[src/rtl/apb_slave_regfile.sv]
// ---------------------------------------------------------------------------
// apb_slave_regfile
//   APB3 completer holding a small 32-bit register file. Register 0
//   (WAIT_CFG, 4 bits) sets how many wait states each access inserts before
//   pready rises. Single pclk domain; synchronous active-low reset.
//
//   Optional feature macro: APB_SLV_PSLVERR_EN
//     defined   : a bad address answers with pslverr=1 alongside pready=1
//     undefined : pslverr stays 0; bad accesses are silently dropped
//
// Ports
//   pclk     in   1        bus clock, rising edge
//   presetn  in   1        synchronous reset, active low
//   psel     in   1        slave select
//   penable  in   1        access phase indicator
//   pwrite   in   1        1 = write, 0 = read
//   paddr    in   ADDR_W   byte address (word aligned)
//   pwdata   in   DATA_W   write data
//   prdata   out  DATA_W   registered read data, valid while pready=1 on reads
//   pready   out  1        registered transfer-complete
//   pslverr  out  1        registered error response, qualified by pready
// ---------------------------------------------------------------------------
module apb_slave_regfile #(
  parameter int ADDR_W   = 16,
  parameter int DATA_W   = 32,
  parameter int NUM_REGS = 8
) (
  input  logic              pclk,
  input  logic              presetn,
  input  logic              psel,
  input  logic              penable,
  input  logic              pwrite,
  input  logic [ADDR_W-1:0] paddr,
  input  logic [DATA_W-1:0] pwdata,
  output logic [DATA_W-1:0] prdata,
  output logic              pready,
  output logic              pslverr
);

  localparam int IDX_W = (NUM_REGS > 1) ? $clog2(NUM_REGS) : 1;
  localparam logic [ADDR_W-3:0] NUM_REGS_W = (ADDR_W-2)'(NUM_REGS);

`ifdef APB_SLV_PSLVERR_EN
  localparam logic ERR_EN = 1'b1;
`else
  localparam logic ERR_EN = 1'b0;
`endif

  typedef enum logic [1:0] {
    ST_IDLE  = 2'd0,
    ST_WAIT  = 2'd1,
    ST_READY = 2'd2
  } state_t;

  state_t              state_r, state_nxt_s;
  logic [3:0]          cnt_r, cnt_nxt_s;
  logic                pready_r, pready_nxt_s;
  logic [DATA_W-1:0]   prdata_r, prdata_nxt_s;
  logic                pslverr_r, pslverr_nxt_s;
  logic                wr_en_s;
  logic                bad_s;
  logic [ADDR_W-3:0]   idx_s;
  logic [DATA_W-1:0]   rd_word_s;
  logic [3:0]          wait_cfg_s;
  logic [DATA_W-1:0]   regs_r [NUM_REGS];

  // Misaligned or beyond the register file.
  function automatic logic addr_bad(input logic [ADDR_W-1:0] a);
    logic [ADDR_W-3:0] w;
    w = a[ADDR_W-1:2];
    return (a[1:0] != 2'b00) || (w >= NUM_REGS_W);
  endfunction

  assign idx_s      = paddr[ADDR_W-1:2];
  assign bad_s      = addr_bad(paddr);
  assign wait_cfg_s = regs_r[0][3:0];

  assign prdata  = prdata_r;
  assign pready  = pready_r;
  assign pslverr = pslverr_r;

  // Read mux: addressed word, zero for bad addresses.
  always_comb begin
    rd_word_s = {DATA_W{1'b0}};
    if (!bad_s) begin
      rd_word_s = regs_r[idx_s[IDX_W-1:0]];
    end else begin
      rd_word_s = {DATA_W{1'b0}};
    end
  end

  // Next-state and response logic of the transfer FSM.
  always_comb begin
    state_nxt_s   = state_r;
    cnt_nxt_s     = cnt_r;
    pready_nxt_s  = pready_r;
    prdata_nxt_s  = prdata_r;
    pslverr_nxt_s = pslverr_r;
    wr_en_s       = 1'b0;

    case (state_r)
      ST_IDLE: begin
        if (psel && !penable) begin
          cnt_nxt_s = wait_cfg_s;
          if (wait_cfg_s == 4'd0) begin
            // No wait states: response goes out on the SETUP edge.
            state_nxt_s   = ST_READY;
            pready_nxt_s  = 1'b1;
            prdata_nxt_s  = pwrite ? {DATA_W{1'b0}} : rd_word_s;
            pslverr_nxt_s = ERR_EN & bad_s;
          end else begin
            state_nxt_s = ST_WAIT;
          end
        end else begin
          // A stray penable without SETUP lands here and is ignored.
          pready_nxt_s = 1'b0;
        end
      end

      ST_WAIT: begin
        if (!psel) begin
          state_nxt_s   = ST_IDLE;
          pready_nxt_s  = 1'b0;
          prdata_nxt_s  = {DATA_W{1'b0}};
          pslverr_nxt_s = 1'b0;
        end else if (penable) begin
          cnt_nxt_s = cnt_r - 4'd1;
          if (cnt_r == 4'd1) begin
            state_nxt_s   = ST_READY;
            pready_nxt_s  = 1'b1;
            prdata_nxt_s  = pwrite ? {DATA_W{1'b0}} : rd_word_s;
            pslverr_nxt_s = ERR_EN & bad_s;
          end else begin
            state_nxt_s = ST_WAIT;
          end
        end else begin
          state_nxt_s = ST_WAIT;
        end
      end

      ST_READY: begin
        if (!psel) begin
          // Master abandoned the transfer: no commit.
          state_nxt_s   = ST_IDLE;
          pready_nxt_s  = 1'b0;
          prdata_nxt_s  = {DATA_W{1'b0}};
          pslverr_nxt_s = 1'b0;
        end else if (penable && pready_r) begin
          wr_en_s       = pwrite && !bad_s;
          state_nxt_s   = ST_IDLE;
          pready_nxt_s  = 1'b0;
          prdata_nxt_s  = {DATA_W{1'b0}};
          pslverr_nxt_s = 1'b0;
        end else begin
          state_nxt_s = ST_READY;
        end
      end

      default: begin
        state_nxt_s   = ST_IDLE;
        cnt_nxt_s     = 4'd0;
        pready_nxt_s  = 1'b0;
        prdata_nxt_s  = {DATA_W{1'b0}};
        pslverr_nxt_s = 1'b0;
      end
    endcase
  end

  // FSM state, wait counter and registered bus outputs.
  always_ff @(posedge pclk) begin
    if (!presetn) begin
      state_r   <= ST_IDLE;
      cnt_r     <= 4'd0;
      pready_r  <= 1'b0;
      prdata_r  <= {DATA_W{1'b0}};
      pslverr_r <= 1'b0;
    end else begin
      state_r   <= state_nxt_s;
      cnt_r     <= cnt_nxt_s;
      pready_r  <= pready_nxt_s;
      prdata_r  <= prdata_nxt_s;
      pslverr_r <= pslverr_nxt_s;
    end
  end

  // Register file; WAIT_CFG keeps only its low nibble.
  always_ff @(posedge pclk) begin
    if (!presetn) begin
      for (int i = 0; i < NUM_REGS; i++) begin
        regs_r[i] <= {DATA_W{1'b0}};
      end
    end else if (wr_en_s) begin
      if (idx_s == {(ADDR_W-2){1'b0}}) begin
        regs_r[0] <= {{(DATA_W-4){1'b0}}, pwdata[3:0]};
      end else begin
        regs_r[idx_s[IDX_W-1:0]] <= pwdata;
      end
    end else begin
      regs_r <= regs_r;
    end
  end

endmodule

[config.mk]
export PLATFORM = sky130hd
export DESIGN_NAME = apb_slave_regfile
export DESIGN_NICKNAME = d
export VERILOG_FILES = /design/src/rtl/apb_slave_regfile.sv
export SDC_FILE = /design/constraint.sdc
export NUM_CORES = 1
export LEC_CHECK = 0
export BUFFER_PORTS_ARGS = -buffer_cell sky130_fd_sc_hd__clkbuf_2
export CAP_MARGIN = 40
export CORE_MARGIN = 4
export CORE_UTILIZATION = 35
export CTS_BUF_LIST = sky130_fd_sc_hd__clkbuf_4 sky130_fd_sc_hd__clkbuf_8
export DETAILED_ROUTE_END_ITERATION = 12
export PLACE_DENSITY = 0.6
export SETUP_SLACK_MARGIN = 0.1
export SYNTH_ARGS = -nofsm -noshare
export SYNTH_HDL_FRONTEND = slang
export SYNTH_SLANG_ARGS = --single-unit
[constraint.sdc]
create_clock -name pclk -period 6.74 [get_ports pclk]
set_input_delay 0.674 -clock pclk [delete_from_list [all_inputs] [get_ports pclk]]
set_output_delay 0.674 -clock pclk [all_outputs]
set_load 0.01 [all_outputs]
[Word-level counts from Yosys, hierarchy flattened]
Index checks and enable logic that the tools add are counted.
Operators by class
  add/sub/neg operators: 1
  multiply operators: 0
  div/mod/pow operators: 0
  $lt $le $gt $ge: 3
  equality and inequality tests: 11
  shifts and indexed selects: 0
  muxes and demuxes: 46
  bitwise logic cells: 3
  reduce and logical (&&, ||, !) cells: 15
Operators by type and width (number)
  $mux 32: 13
  $bwmux 256: 1
  $bmux 32 s3: 1
  $demux 32 s3: 1
  $pmux 32 s3: 1
  $mux 1: 15
  $ge 14x4->1 const B: 1
  $logic_not 14->1: 1
  $mux 2: 7
  $mux 4: 3
  $ne 3x3->1 const B: 4
  $pmux 4 s3: 1
  $ne 2x2->1 const B: 4
  $reduce_and 4->1: 2
  $pmux 1 s3: 2
  $pmux 2 s3: 1
  $reduce_and 5->1: 1
  $eq 4x1->1 const B: 1
  $ge 4x4->1 const B: 1
  $logic_and 1x1->1: 4
  $logic_not 4->1: 1
  $lt 4x1->1 const B: 1
  $not 3->4: 1
  $sub 4x1->4 const B: 1
  other kinds (8): 10
Word-level totals
  register bits after elaboration: 296
  latch bits: 0
  memory bits (writable): 0
  memory bits (read-only): 0
  memories: 0

[Longest topological paths before layout]
Gate-level depths: netlist (run 1).
  word-level depth: 10
  gate-level depth with buffers: 7

[Worst setup path before layout (run 1)]
OpenSTA, ideal clock, no wires.
  path type: input-to-reg
  start point: input paddr[9]
  end point: register regs_r[129] in the netlist's numbering
  library setup time: 142 ps
  arrival time: 2433 ps
  path slack: 4165 ps
  stages on the path: 5
  path buffers: 1
  path through: or4_1 > nor4_4 > nand4_1 > buf_1 > mux2i_1
On the way
  cells in the longest elaborated chain, start to end: 8
RTL lines
  start, declared: RTL line 33  | input logic [ADDR_W-1:0] paddr,
  $ge 14x4->1: RTL line 71  | return (a[1:0] != 2'b00) || (w >= NUM_REGS_W);
  $logic_or 1x1->1: RTL line 71
  $logic_not 1->1: RTL line 149  | wr_en_s = pwrite && !bad_s;
  $logic_and 1x1->1: RTL line 149
  $mux 1: RTL line 148  | end else if (penable && pready_r) begin
  $mux 1: RTL line 142  | if (!psel) begin
  $mux 1: RTL line 101  | case (state_r)
  $reduce_and 2->1 (no line) *
  end signal, assigned by index: RTL line 190  | regs_r[i] <= {DATA_W{1'b0}};
  end signal, assigned by index: RTL line 196  | regs_r[idx_s[IDX_W-1:0]] <= pwdata;
  end signal, assigned: RTL line 199  | regs_r <= regs_r;
  end, declared: RTL line 65  | logic [DATA_W-1:0] regs_r [NUM_REGS];
Every way passes the cells marked *; elsewhere a longest branch is shown, timed or not.
A chain may end at the register's enable or synchronous reset.

[Worst setup path in the final report (run 1)]
  start point: register state_r[1]
  end point: register regs_r[171] in the netlist's numbering
On the way
  cells in the longest elaborated chain, start to end: 3
RTL lines
  start, declared: RTL line 55  | state_t state_r, state_nxt_s;
  start signal, assigned: RTL line 178  | state_r <= state_nxt_s;
  $eq 2x2->1: RTL line 101
  $mux 1: RTL line 101
  $reduce_and 2->1 (no line)
Every way passes these cells.

==> flow_metrics.py, run 1 <==
metrics = {
    "floorplan": {
        "ios": 87,
        "floorplan.initialDensity_pct": 35.8,
        "num_rows": 69,
        "core_sq_um": 35800,
        "die_h_microns": 199,
        "die-width_microns": 199,
        "die-area_sq_um": 39700,
    },
    "sta": {
        "finalHoldWorstSlack_ns": 0.453,
        "fin_crit_ns": 2.86,
        "hold_viol": 0,
        "relSlewSlack_pct": 45.3,
        "rsz0062_at_grt": "no",
        "fin_crit_sh_pct": 42.4,
        "worst_clock_skew_ns": 0.0182,
        "slew_violations": 0,
        "max_freq_mhz": 350,
        "setup_viol": 0,
        "setup_tns_ns": 0,
        "worst_pin_slew_ns": 0.821,
    },
    "grt": {
        "grt_pass1_vias": 9892,
        "antenna_found_initial": 0,
        "grt_first_pass_wirelength_mm": 56.8,
        "grt_overflow_total": 0,
        "grt.total_usage_pct": 18.0,
        "grt_max_degree": 96,
    },
    "status": {
        "outcome": "finished, final reports clean",
    },
    "setup_path": {
        "cp_slowest_stage_delay_ns": 0.70,
        "crit_path_top_delay_cell": "dfxtp_1",
        "crit_cells": 5,
        "rr_endpoint": "regs_r[171]",
        "crit_end": "regs_r[171]",
        "path_delay_family": "simple AND/OR/NAND/NOR gates",
        "start_kind": "register",
        "worstPathArrival_ns": 3.34,
        "path_cells": "nand4b_1, nor4_4, and4_2, buf_4, mux2i_1",
        "worst-path-buf-inv": 1,
        "cp-end-kind": "register",
        "rr_startpoint": "state_r[1]",
        "r2r_setup_slack_ns": 3.88,
        "required_ns": 7.22,
        "r2r_cells": 5,
        "critPathKind": "register to register",
        "cp_max_fo": 22,
        "timing.critical_path.from": "state_r[1]",
    },
    "synthesis": {
        "syn-cell-area_sq_um": 12800,
        "synth-edff-count": 0,
        "synth_ff_type": "dfxtp_1",
        "ys_types": 55,
        "synth-seq-cells": 295,
        "async_reset_ff_share_pct": 0,
        "synth.net_count": 1339,
        "netlist_instances": 1284,
        "seq_area_frac_synth_pct": 46.1,
        "syn_area_per_cell_sq_um": 9.98,
        "yosys_warnings": 0,
    },
    "power": {
        "power_density_nw_per_um2": 249,
        "p_leak_nw": 6.79,
        "ir_drop_uv": 141,
    },
    "layout": {
        "fin_area_sq_um": 14700,
        "final_common_cell": "nand2_1",
        "mostFrequentLayoutCells": "304 x nand2_1, 295 x dfxtp_1, 259 x mux2i_1",
        "fillCellCount": 3456,
        "area_delta_synth_final_pct": 14.4,
        "fin_nets": 1389,
        "drive_gt1_share_pct": 18.7,
        "diodes": 0,
    },
    "placement": {
        "place_area_sq_um": 13600,
        "hpwl_mm": 21.7,
        "place.port_buffers": 85,
        "gp_congestion": 0.762,
    },
    "routing": {
        "highest_layer": "met4",
        "wl_met1_mm": 17.1,
        "first_pass_iters": 5,
        "drt_iter0_drc": 675,
        "wl_met2_mm": 16.6,
        "dr_wl_met3_mm": 1.92,
        "ant_nets": 0,
        "routed_wl_mm": 36.3,
        "wl_per_cell_microns": 19.8,
        "vias": 9842,
        "drc_errors": 0,
        "viasPerCell": 5.37,
    },
    "clock_tree": {
        "clockBufferDepth": 3,
        "postCtsHoldBufs": 0,
        "clk_latency_ns": 0.57,
        "root_buffer": "clkbuf_8",
        "cts_tree": "yes",
        "cts-buffers-inserted": 49,
        "htreeDepth": 2,
        "post_cts_resized": 0,
        "post_cts_buffers": 0,
        "clock_sinks": 295,
        "clkTransAtPathRegs_ns": 0.07,
    },
    "flow_run": {
        "max_cap_viol_count": 0,
    },
    "hold_path": {
        "hold_path.class": "register to register",
    },
}
==> final cells by class <==
cell class	instances	area [sq um]	share of cell area, %
clock buffer	83	1050	7.19
clock inverter	7	37.5	0.256
inverter	14	52.6	0.358
multi-input combinational	868	6440	43.9
sequential	295	5910	40.3
tap	461	577	3.93
timing repair buffer	106	602	4.10
==> metal layers <==
layer | GRT usage [%] | vias up
met3 | 3.51 | 57
li1 | - | 4674
met1 | 24.9 | 4845
met2 | 29.2 | 266
met4 | 4.35 | 0
met5 | 0 | -
==> registers in the layout, summed over array words and instances (netlist names) <==
name / count
regs_r: 256
prdata: 32
cnt_r: 4
state_r: 2
pready: 1
==> worst min-delay path by stage <==
stage | from | to | slack [ns] | depth (start not counted)
6_report | regs_r[169] | regs_r[169] | 0.45 | 2
5_1_grt | regs_r[156] | regs_r[156] | 0.47 | 2
4_1_cts | regs_r[185] | regs_r[185] | 0.46 | 2
3_5_place_dp | regs_r[169] | regs_r[169] | 0.44 | 2
3_3_place_gp | regs_r[187] | regs_r[187] | 0.44 | 2
2_1_floorplan | regs_r[170] | regs_r[170] | 0.43 | 2
==> logic make-up (layout without fill, tap and decap cells) <==
group                    Yosys count  count (layout)  share of synthesized area, %
AND/OR/NAND/NOR                  407             407                          13.9
multiplexers                     316             316                          27.5
flip-flops                       295             295                          46.1
AO/OA/AOI/OAI                    142             142                          8.46
buffers and inverters            121             210                          3.77
adder cells (fa/ha/maj)            2               2                         0.195
other                              1               1                        0.0293
==> worst min-delay path: stages, from the launching register on <==
cell	delay, ns
dfxtp_1	0.31
nand2_1	0.05
mux2i_1	0.05
==> synthesized netlist by cell type, types with 2 or more instances <==
master / count / area share, %
buf_2: 20 / 0.78
a21boi_0: 2 / 0.12
mux2_2: 31 / 2.7
clkbuf_1: 66 / 1.9
or4_1: 6 / 0.35
o211ai_1: 23 / 1.3
a32oi_1: 4 / 0.27
or3_1: 2 / 0.098
o221ai_1: 9 / 0.62
nand2_1: 304 / 8.9
nor2_1: 13 / 0.38
o21a_1: 9 / 0.53
a221oi_1: 5 / 0.34
inv_1: 13 / 0.38
mux2i_1: 259 / 20
a2bb2oi_1: 11 / 0.75
dfxtp_1: 295 / 46
ha_1: 2 / 0.20
nor3_1: 9 / 0.35
nand4_1: 9 / 0.44
a22o_1: 4 / 0.27
o22a_1: 3 / 0.21
a211oi_1: 4 / 0.23
and3_1: 32 / 1.6
a21oi_1: 7 / 0.27
o22ai_1: 30 / 1.5
nor2b_1: 8 / 0.39
nand3_1: 5 / 0.20
and4b_1: 2 / 0.16
mux4_2: 26 / 4.6
o31a_1: 2 / 0.14
nand2b_1: 8 / 0.39
o32ai_1: 16 / 1.1
buf_1: 20 / 0.59
o31ai_1: 4 / 0.23
a21o_1: 2 / 0.12
==> stage by stage <==
stage | utilization, % | worst slack, ns | instances | total power (W)
finish | 40.9 | 3.88 | 1834 | 0.00365
floorplan | - | 4.17 | 1284 | 0.00192
global route | 40.9 | 3.79 | 1834 | 0.00377
detailed placement | 37.9 | 3.40 | 1744 | 0.00199
CTS | 40.9 | 3.90 | 1834 | 0.00369
global placement | 37.9 | 3.21 | 1743 | 0.00199
==> power breakdown <==
| part | leakage (nW) | switching, W | total (W) | internal, W |
|---|---|---|---|---|
| clock network | 0.584 | 0.000721 | 0.00170 | 0.000983 |
| logic | 3.83 | 0.000143 | 0.000202 | 0.0000591 |
| registers | 2.38 | 0.00000331 | 0.00175 | 0.00175 |
No activity file was read; power rests on OpenSTA's default activity.
==> run 2: changes to the inputs <==
Settings changed: PLACE_DENSITY 0.6 to 0.62.
Clock period 6.74 ns to 2.5 ns, I/O delays scaled along.
==> run 2 against run 1 <==
Clock-buffer cell count decreased by 3; register-to-register slack got worse by 3.6 ns; combinational power increased to 3.0 times the previous value; maximum frequency increased by 27%; first-iteration DRC count increased by 6.2%.
==> flow_metrics.py, run 2 (same netlist as run 1, synthesis figures left out) <==
metrics = {
    "sta": {
        "relSlewSlack_pct": 50.4,
        "rsz0062_at_grt": "no",
        "setup_tns_ns": 0,
        "fin_crit_ns": 2.24,
        "slew_violations": 0,
        "worst_clock_skew_ns": 0.0271,
        "max_freq_mhz": 446,
        "worst_pin_slew_ns": 0.743,
        "fin_crit_sh_pct": 89.8,
        "hold_viol": 0,
        "setup_viol": 0,
    },
    "setup_path": {
        "crit_path_top_delay_cell": "nor4_1",
        "cp_max_fo": 13,
        "worstPathArrival_ns": 2.72,
        "cp_slowest_stage_delay_ns": 0.50,
        "critPathKind": "register to register",
        "path_cells": "nor4_1, a21o_1, o2111ai_1, o32ai_1",
        "cp-end-kind": "register",
        "r2r_setup_slack_ns": 0.26,
        "start_kind": "register",
        "required_ns": 2.98,
    },
    "grt": {
        "grt.total_usage_pct": 18.2,
        "grt_overflow_total": 0,
        "use_met1_pct": 24.9,
        "grt_use_met3_pct": 3.68,
        "use_met2_pct": 29.1,
        "grt_max_degree": 70,
        "grt.busiest_layer": "met2",
        "grt_pass1_vias": 10100,
        "grt_first_pass_wirelength_mm": 57.5,
        "antenna_found_initial": 1,
    },
    "floorplan": {
        "die_h_microns": 199,
        "core_sq_um": 35800,
        "ios": 87,
        "floorplan.initialDensity_pct": 35.8,
        "die-width_microns": 199,
        "die-area_sq_um": 39700,
        "num_rows": 69,
    },
    "clock_tree": {
        "clock_sinks": 295,
        "clockBufferDepth": 3,
        "clk_latency_ns": 0.58,
        "clkTransAtPathRegs_ns": 0.07,
        "cts_tree": "yes",
        "post_cts_resized": 0,
        "root_buffer": "clkbuf_8",
        "htreeDepth": 2,
        "post_cts_buffers": 0,
        "cts-buffers-inserted": 49,
        "postCtsHoldBufs": 0,
    },
    "layout": {
        "utilization_pct": 42.1,
        "area_delta_synth_final_pct": 17.6,
        "mostFrequentLayoutCells": "304 x nand2_1, 295 x dfxtp_1, 259 x mux2i_1",
        "fin_nets": 1436,
        "largest_reg_flops": 256,
        "fillCellCount": 3426,
        "diodes": 0,
        "largest-register": "regs_r",
        "drive_gt1_share_pct": 21.0,
        "fin_area_sq_um": 15100,
        "final_common_cell": "nand2_1",
    },
    "placement": {
        "hpwl_mm": 23.8,
        "gp_congestion": 0.819,
        "place.port_buffers": 85,
        "place_area_sq_um": 14100,
    },
    "routing": {
        "vias": 10100,
        "wl_per_cell_microns": 19.6,
        "drt_iter0_drc": 717,
        "routed_wl_mm": 36.7,
        "viasPerCell": 5.38,
        "first_pass_iters": 7,
        "drc_errors": 0,
        "ant_nets": 0,
    },
    "power": {
        "ir_drop_uv": 412,
        "power_density_nw_per_um2": 641,
        "p_total_w": 0.00966,
        "p_leak_nw": 7.02,
    },
    "status": {
        "outcome": "finished, final reports clean",
    },
    "flow_run": {
        "max_cap_viol_count": 0,
    },
    "hold_path": {
        "hold_path.class": "primary input to register",
    },
}
-- run 2: cell types whose count changed in the layout (fill, tap and decap cells not counted) --
cell	previous run	this run
clkinvlp_4	1	2
buf_6	1	0
buf_12	0	12
clkbuf_4	14	20
buf_4	22	58
clkbuf_8	69	60
clkinv_2	6	1
-- run 2: area by class of cell --
cell class | instances | area (sq um) | share of cell area [%]
clock buffer | 80 | 976 | 6.48
clock inverter | 3 | 20.0 | 0.133
inverter | 14 | 52.6 | 0.349
multi-input combinational | 868 | 6440 | 42.7
sequential | 295 | 5910 | 39.2
tap | 461 | 577 | 3.83
timing repair buffer | 153 | 1100 | 7.31
-- run 2: routing by layer --
| metal | wire length, microns | vias up |
|---|---|---|
| li1 | - | 4762 |
| met1 | 16700 | 4882 |
| met2 | 16900 | 353 |
| met3 | 2240 | 76 |
| met4 | 851 | 2 |
| met5 | 13 | - |
-- run 2: worst paths after layout --
| path | start | to | cells past startpoint |
|---|---|---|---|
| worst max-delay path | regs_r[225] | prdata[4] | 4 |
| worst min-delay path | pwdata[7] | regs_r[103] | 3 |
| worst max register to register | regs_r[225] | prdata[4] | 4 |
| worst min register to register | regs_r[21] | regs_r[21] | 2 |
-- run 2: metrics by stage --
step / setup slack, ns / hold WS (ns) / std cells
finish: 0.256 / 0.0669 / 1874
global placement: 0.192 / 0.439 / 1791
global route: 0.104 / 0.0675 / 1874
floorplan: 0.349 / 0.431 / 1284
detailed placement: 0.154 / 0.447 / 1791
CTS: 0.286 / 0.0484 / 1874
-- run 2: critical path: cells and delay by family (launching register included) --
family	cells	cell delay [ns]
AOI/OAI and AO/OA	3	1.28
DFF	1	0.35
and+or+nand+nor	1	0.50
-- run 2: power by group --
| part | internal (W) | switching, W | total [W] |
|---|---|---|---|
| combinational | 0.000210 | 0.000402 | 0.000612 |
| clock | 0.00244 | 0.00190 | 0.00434 |
| sequential | 0.00471 | 0.00000422 | 0.00471 |
==> run 3: changes to the inputs <==
Settings changed: BUFFER_PORTS_ARGS -buffer_cell sky130_fd_sc_hd__clkbuf_2 to -buffer_cell sky130_fd_sc_hd__buf_2, PLACE_DENSITY 0.62 to 0.57.
==> run 3 against run 2 <==
Clock skew shrank 0.010 ns; sequential power is essentially flat; die area is the same; critical path type unchanged; via count shrank 0.87%.
==> flow_metrics.py, run 3 (same netlist as run 1, synthesis figures left out) <==
metrics = {
    "flow_run": {
        "max_cap_viol_count": 0,
    },
    "setup_path": {
        "crit_path_top_delay_cell": "a21boi_1",
        "cp_slowest_stage_delay_ns": 0.50,
        "start_kind": "register",
        "r2r_setup_slack_ns": 0.27,
        "worstPathArrival_ns": 2.69,
        "required_ns": 2.96,
        "cp-end-kind": "register",
        "cp_max_fo": 7,
        "critPathKind": "register to register",
        "path_cells": "ha_1, nand4bb_1, a21boi_1, o2111ai_2, o32ai_1",
    },
    "grt": {
        "grt.total_usage_pct": 18.5,
        "grt_max_degree": 58,
        "grt_first_pass_wirelength_mm": 57.8,
        "grt_pass1_vias": 10100,
        "antenna_found_initial": 0,
        "grt_overflow_total": 0,
    },
    "clock_tree": {
        "postCtsHoldBufs": 0,
        "cts_tree": "yes",
        "clock_sinks": 295,
        "cts-buffers-inserted": 52,
        "clockBufferDepth": 3,
        "clk_latency_ns": 0.57,
        "clkTransAtPathRegs_ns": 0.06,
        "root_buffer": "clkbuf_8",
        "htreeDepth": 2,
    },
    "sta": {
        "fin_crit_ns": 2.23,
        "worst_clock_skew_ns": 0.0169,
        "setup_tns_ns": 0,
        "relSlewSlack_pct": 53.0,
        "max_freq_mhz": 449,
        "worst_pin_slew_ns": 0.704,
        "fin_crit_sh_pct": 89.1,
        "setup_viol": 0,
        "rsz0062_at_grt": "no",
        "hold_viol": 0,
        "slew_violations": 0,
    },
    "hold_path": {
        "hold_path.class": "primary input to register",
    },
    "placement": {
        "place.port_buffers": 85,
        "hpwl_mm": 24.5,
        "gp_congestion": 0.791,
    },
    "power": {
        "power_density_nw_per_um2": 676,
        "p_leak_nw": 7.14,
        "ir_drop_uv": 329,
    },
    "routing": {
        "drt_iter0_drc": 536,
        "viasPerCell": 5.29,
        "first_pass_iters": 5,
        "ant_nets": 0,
        "routed_wl_mm": 37.6,
        "vias": 9987,
        "wl_per_cell_microns": 19.9,
        "drc_errors": 0,
    },
    "layout": {
        "largest_reg_flops": 256,
        "ff_latch_area_sq_um": 5910,
        "fin_nets": 1441,
        "area_delta_synth_final_pct": 19.1,
        "multi_input_area_sq_um": 6440,
        "final_common_cell": "nand2_1",
        "mostFrequentLayoutCells": "304 x nand2_1, 295 x dfxtp_1, 259 x mux2i_1",
        "drive_gt1_share_pct": 21.8,
        "diodes": 0,
        "fillCellCount": 3444,
        "largest-register": "regs_r",
        "utilization_pct": 42.6,
    },
    "floorplan": {
        "num_rows": 69,
        "floorplan.initialDensity_pct": 35.8,
        "ios": 87,
        "die_h_microns": 199,
        "die-width_microns": 199,
        "die-area_sq_um": 39700,
        "core_sq_um": 35800,
    },
    "status": {
        "outcome": "finished, final reports clean",
    },
}
-- run 3: cell count changes in the layout (fill, tap and decap cells not counted), moves of 3 or more --
cell	change
buf_2	+82
buf_4	+4
bufinv_16	+3
clkbuf_2	-82
clkbuf_4	-3
clkbuf_8	+9
-- run 3: worst max-delay path: cells and delay by family (launching register included) --
family                   cells  cell delay [ns]
AO/OA/AOI/OAI                3             1.28
flip-flops                   1             0.43
AND/OR/NAND/NOR              1             0.22
adder cells (fa/ha/maj)      1             0.19
-- run 3: final timing paths --
path | startpoint | end | cells after the start
setup / recovery | cnt_r[0] | prdata[0] | 5
hold / removal | pwdata[5] | regs_r[69] | 3
setup reg to reg | cnt_r[0] | prdata[0] | 5
hold reg to reg | regs_r[176] | regs_r[176] | 2
-- run 3: metal layers --
layer	track usage, %	vias up	wire (microns)	share of wire [%]
li1	-	4780	-	-
met1	25.4	4898	17800	47
met2	29.8	253	17100	46
met3	3.96	56	1850	4.9
met4	4.81	0	755	2.0
met5	0	-	0	0
-- run 3: final cells by class --
| cell class | instances | share of cell area (%) |
|---|---|---|
| Multi-Input combinational cell | 868 | 42.2 |
| Sequential cell | 295 | 38.7 |
| Timing Repair Buffer | 155 | 7.15 |
| Clock buffer | 86 | 7.06 |
| Tap cell | 461 | 3.78 |
| Clock inverter | 8 | 0.787 |
| Inverter | 14 | 0.344 |
-- run 3: power breakdown --
part           total, W  switching (W)  internal [W]
Combinational  0.000615       0.000406      0.000209
Clock           0.00500        0.00198       0.00302
Sequential      0.00471     0.00000408       0.00471
Total            0.0103        0.00239       0.00793
-- run 3: repair_timing --
| action | CTS | global route |
|---|---|---|
| setup endpoints to repair | 0 | 5 |
| setup buffers | 0 | 0 |
| gates resized for setup | 0 | 1 |
-- run 3: metrics by stage --
stage / hold slack (ns) / std cells / worst slack, ns / instance area [sq um] / power (W)
after detailed placement: 0.446 / 1793 / 0.135 / 14100 / 0.00543
after global routing: 0.0816 / 1887 / 0.110 / 15300 / 0.0107
after CTS: 0.0584 / 1887 / 0.178 / 15300 / 0.0104
after global placement: 0.438 / 1793 / 0.177 / 14100 / 0.00542
after floorplan: 0.431 / 1284 / 0.349 / 12800 / 0.00517
final: 0.0847 / 1887 / 0.273 / 15300 / 0.0103
